## src/rtl/gray_pkg.sv

```systemverilog
// Shared definitions for the gray-count readout blocks: sampler FSM state encoding
// and the default count width.
package gray_pkg;

    localparam int unsigned GRAY_WIDTH_DEFAULT = 8;

    typedef enum logic {
        S_EMPTY = 1'b0,
        S_FULL  = 1'b1
    } state_t;

endpackage

```

## src/rtl/gray_to_bin.sv

```systemverilog
// Combinational gray-to-binary converter; each binary bit is the XOR of all gray
// bits at or above it.
module gray_to_bin #(
    parameter int unsigned WIDTH = gray_pkg::GRAY_WIDTH_DEFAULT
) (
    input  logic [WIDTH-1:0] gray,
    output logic [WIDTH-1:0] bin
);

    always_comb begin
        bin = '0;
        bin[WIDTH-1] = gray[WIDTH-1];
        for (int unsigned i = 1; i < WIDTH; i++) begin
            bin[WIDTH-1-i] = bin[WIDTH-i] ^ gray[WIDTH-1-i];
        end
    end

endmodule

```

## src/rtl/gray_count_sampler.sv

```systemverilog
// Samples a gray count on strobe, converts to binary, computes the modular delta and
// holds {bin, delta} in a one-entry valid/ready buffer with sticky overrun.
// Optional saturating delta accumulator: define GRAY_SAMPLER_ACC_EN.
module gray_count_sampler
    import gray_pkg::*;
#(
    parameter int unsigned WIDTH = GRAY_WIDTH_DEFAULT
) (
    input  logic             clk_master,
    input  logic             rstb,
    input  logic [WIDTH-1:0] gray_in,
    input  logic             sample,
    input  logic             clr_ovf,
    output logic [WIDTH-1:0] bin_out,
    output logic [WIDTH-1:0] delta_out,
    output logic             valid,
    input  logic             ready,
    output logic             overrun
`ifdef GRAY_SAMPLER_ACC_EN
    ,
    output logic [2*WIDTH-1:0] acc_out
`endif
);

    state_t           state;
    logic [WIDTH-1:0] gray_q;
    logic             sample_q;
    logic [WIDTH-1:0] prev_bin;
    logic [WIDTH-1:0] bin_c;
    logic [WIDTH-1:0] delta_c;
    logic             load_c;

    gray_to_bin #(.WIDTH(WIDTH)) u_gray_to_bin (
        .gray (gray_q),
        .bin  (bin_c)
    );

    always_comb begin
        delta_c = bin_c - prev_bin;
        // A registered sample is accepted unless it would overwrite an unconsumed result.
        load_c  = sample_q && ((state == S_EMPTY) || ready);
    end

    assign valid = (state == S_FULL);

    always_ff @(posedge clk_master or negedge rstb) begin
        if (!rstb) begin
            gray_q    <= '0;
            sample_q  <= 1'b0;
            prev_bin  <= '0;
            bin_out   <= '0;
            delta_out <= '0;
            overrun   <= 1'b0;
            state     <= S_EMPTY;
        end else begin
            gray_q   <= gray_in;
            sample_q <= sample;

            if (clr_ovf) begin
                overrun <= 1'b0;
            end

            if (load_c) begin
                bin_out   <= bin_c;
                delta_out <= delta_c;
                prev_bin  <= bin_c;
                state     <= S_FULL;
            end else if (state == S_FULL) begin
                if (sample_q) begin
                    // Dropped sample: prev_bin is kept so the next delta spans the gap.
                    overrun <= 1'b1;
                end else if (ready) begin
                    state <= S_EMPTY;
                end
            end
        end
    end

`ifdef GRAY_SAMPLER_ACC_EN
    logic [2*WIDTH-1:0] acc_base;
    logic [2*WIDTH:0]   acc_sum;

    always_comb begin
        acc_base = clr_ovf ? '0 : acc_out;
        acc_sum  = {1'b0, acc_base} + {{(WIDTH+1){1'b0}}, delta_c};
    end

    always_ff @(posedge clk_master or negedge rstb) begin
        if (!rstb) begin
            acc_out <= '0;
        end else if (load_c) begin
            acc_out <= acc_sum[2*WIDTH] ? '1 : acc_sum[2*WIDTH-1:0];
        end else if (clr_ovf) begin
            acc_out <= '0;
        end
    end
`endif

endmodule

```

## config.mk

```make
export PLATFORM = sky130hd
export DESIGN_NAME = gray_count_sampler
export DESIGN_NICKNAME = d
export VERILOG_FILES = /design/src/rtl/gray_pkg.sv /design/src/rtl/gray_to_bin.sv /design/src/rtl/gray_count_sampler.sv
export SDC_FILE = /design/constraint.sdc
export NUM_CORES = 1
export LEC_CHECK = 0
export CELL_PAD_IN_SITES_DETAIL_PLACEMENT = 0
export CELL_PAD_IN_SITES_GLOBAL_PLACEMENT = 1
export CORE_MARGIN = 5
export CORE_UTILIZATION = 40
export CTS_BUF_LIST = sky130_fd_sc_hd__clkbuf_16
export DETAILED_ROUTE_END_ITERATION = 8
export PLACE_DENSITY_LB_ADDON = 0.05
export REMOVE_ABC_BUFFERS = 1
export SLEW_MARGIN = 5
export SYNTH_ARGS = -nofsm -noshare
export SYNTH_HDL_FRONTEND = slang
export SYNTH_HIERARCHICAL = 1
export SYNTH_SLANG_ARGS = --single-unit
export TNS_END_PERCENT = 10
```

## constraint.sdc

```tcl
create_clock -name clk_master -period 7.9 [get_ports clk_master]
set_clock_uncertainty 0.1 [all_clocks]
set_input_delay 1.58 -clock clk_master [delete_from_list [all_inputs] [get_ports clk_master]]
set_output_delay 1.58 -clock clk_master [all_outputs]
set_load 0.03 [all_outputs]
```

==> run_results.csv <==
group,metric,value,unit
cells_and_area,diodes,0,
grt,grt_max_degree,28,
cells_and_area,layout-drive-gt1-share,0.0667,
timing,worstMarginPinSlew,0.989,ns
logic_synthesis,synth_cell_types,34,
clocking,clk_pin_slew,0.07,ns
logic_synthesis,synth_cells,133,
routing,via_per_inst,4.85,
cells_and_area,register_area,676,um^2
timing,hold_violations,0,
min_path,hold_class,"flip-flop to flip-flop",
clocking,h-tree-depth,1,
grt,grt_pass1_wl,4420,um
critical_path,crit_path_max_fanout,13,
routing,first_iter_violations,26,
timing,finalMaxSlewViolations,0,
die,num_io_pins,31,
critical_path,r2r_setup_slack,4.91,ns
timing,max_freq,0.306,GHz
cells_and_area,fin_nets,187,
run_status,status,"completed",
logic_synthesis,synth_area_per_cell,10.5,um^2
clocking,cts.hold.buffers_added,0,
power,swShare,0.386,
clocking,ctsResizeCount,0,
power,p_seq_frac,0.316,
logic_synthesis,synth_area,1390,um^2
critical_path,r2r_start,"gray_q[7]",
cells_and_area,area_growth,30.8,%
min_path,min_from,"delta_out[4]",
routing,drt_wl_total,2610,um
logic_synthesis,ys.warnings.count,6,
timing,fin_ws,4.63,ns
cells_and_area,most-common-layout-cells,"clkdlybuf4s50_1 (30), dfrtp_1 (27), inv_1 (16), nand2_1 (16), o21ai_0 (15)",
place,gp_congestion,0.804,
cells_and_area,fillers,333,
critical_path,critPathLaunchType,"input port",
clocking,numCtsBuffers,3,
routing,final_antenna_net_count,0,
clocking,clkLatencyLatePin,0.26,ns
power,intPower,0.368,mW
clocking,clock-root-buffer,"clkbuf_16",
die,die_h,69.0,um
grt,track_usage,0.126,
power,power_switching,0.232,mW
critical_path,r2r-end,"delta_out[6]",
power,ir_drop,0.000129,V
clocking,cts_tree,"yes",
job,cap_violations,0,
min_path,hold_path_end,"delta_out[4]",
routing,drc,0,
routing,drt-pass1-iter-count,4,
critical_path,crit_type,"input port to flip-flop",
clocking,clock_sinks,27,
place,io_buffer_count,30,
critical_path,cp-end-kind,"flip-flop",
power,combPwrFrac,0.493,
grt,grt_overflow,0,
cells_and_area,layout.cells.non_filler,211,
clocking,clk_path_buf_depth,2,
die,num_rows,21,
cells_and_area,multi_input_area,644,um^2
die,initial_core_util,0.414,
clocking,cts_setup_buffers,0,
power,cellPowerDensity,330,nW/um^2
logic_synthesis,synth_seq_area_share,0.486,
critical_path,worstRegToRegCells,11,
die,dieWidth,69.0,um
logic_synthesis,ys_seq_elements,27,
die,coreArea,3360,um^2
place,dpl.cell_count,207,
timing,fin_tns_setup,0,ns
place,preCtsSetupSlack,4.35,ns
power,total_power,0.600,mW
critical_path,worstPathArrival,3.36,ns
min_path,whs_path_depth,2,
timing,slew_headroom,0.338,
grt,antenna_found_initial,0,
critical_path,crit_required,8.00,ns
die,die_area,4760,um^2
cells_and_area,final_common_cell,"clkdlybuf4s50_1",
place,dpl.hpwl,1970,um
power,leakagePower,0.802,nW
routing,via_count,1023,
timing,period_share,0.413,
timing,period_needed,3.27,ns
routing,wl_per_cell,12.3,um
grt,grt_pass1_vias,1006,
power,clkPwrFrac,0.191,
timing,setup_viol,0,
timing,rsz0062_at_grt,"no",
## Yosys cell counts, drive strengths merged
cell / number / area, um^2
o221a: 1 / 11.3
nand2: 16 / 60.1
o22ai: 1 / 6.26
fa: 1 / 20.0
a2111o: 1 / 11.3
xor2: 5 / 43.8
nand2b: 3 / 18.8
xnor3: 1 / 23.8
or3: 1 / 6.26
xnor2: 7 / 68.8
o21ai: 15 / 75.1
inv: 15 / 56.3
o311ai: 1 / 8.76
dfrtp: 27 / 676
nor2: 3 / 11.3
a21boi: 1 / 7.51
o311a: 1 / 10.0
nand4: 2 / 12.5
a41oi: 1 / 8.76
mux2: 3 / 33.8
nand3: 3 / 15.0
clkbuf: 2 / 7.51
a21o: 2 / 15.0
o2111ai: 2 / 17.5
a211oi: 3 / 22.5
or4: 2 / 16.3
buf: 1 / 7.51
o31ai: 1 / 7.51
nor2b: 1 / 6.26
a21oi: 2 / 10.0
a211o: 1 / 8.76
ha: 7 / 87.6
## layout make-up
type / instances / share of cell area
clock inverters: 1 / 0.00206
inverters: 15 / 0.0309
clock buffers: 3 / 0.0412
well taps: 46 / 0.0316
flip-flops and latches: 27 / 0.371
multi-input cells: 88 / 0.354
repair buffers: 31 / 0.169
## how the worst max path moves through the flow
stage / slack [ns] / cells past startpoint / end / startpoint
finish: 4.63 / 5 / delta_out[5] / ready
global route: 4.55 / 5 / delta_out[5] / ready
CTS: 4.63 / 4 / bin_out[7] / ready
detailed placement: 4.35 / 4 / bin_out[7] / ready
global placement: 4.37 / 4 / delta_out[1] / ready
floorplan: 5.01 / 4 / delta_out[5] / ready
## power groups by stage
stage | combinational (mW) | clock [mW] | sequential [mW]
2_1_floorplan | 0.133 | 0 | 0.253
3_5_place_dp | 0.298 | 0 | 0.193
3_3_place_gp | 0.298 | 0 | 0.192
5_1_grt | 0.327 | 0.124 | 0.195
6_report | 0.296 | 0.114 | 0.190
4_1_cts | 0.300 | 0.117 | 0.191
## worst max-delay path: stages
cell and delay (ns):
clkdlybuf4s50_1 0.47, nand2b_1 0.24, nand2_1 0.27, or4_2 0.70
nand3_1 0.10
## metal layers
metal | track usage | vias up | part of all wire
li1 | - | 523 | -
met1 | 0.162 | 470 | 0.48
met2 | 0.192 | 25 | 0.44
met3 | 0.0357 | 5 | 0.069
met4 | 0.0633 | 0 | 0.018
met5 | 0 | - | 0
## metrics by stage
| step | utilization | cell area, um^2 | hold slack (ns) |
|---|---|---|---|
| floorplan | - | 1380 | 0.475 |
| global route | 0.541 | 1820 | 0.425 |
| global placement | 0.518 | 1740 | 0.365 |
| finish | 0.541 | 1820 | 0.380 |
| detailed placement | 0.518 | 1740 | 0.371 |
| CTS | 0.541 | 1820 | 0.386 |
## registers in the layout (all words and copies together), names as in the netlist
name       cells
bin_out        8
sample_q       1
overrun        1
gray_q         8
delta_out      8
valid          1
## cells by family after synthesis
| kind of cell | Yosys count | share of synthesized area |
|---|---|---|
| flip-flops | 27 | 0.486 |
| multiplexers | 3 | 0.0243 |
| buffers and inverters | 18 | 0.0513 |
| AO/OA/AOI/OAI | 33 | 0.158 |
| XOR/XNOR | 13 | 0.0980 |
| AND/OR/NAND/NOR | 31 | 0.105 |
| adder cells (fa/ha/maj) | 8 | 0.0773 |
Note: power is estimated with default switching activity, not from simulation.
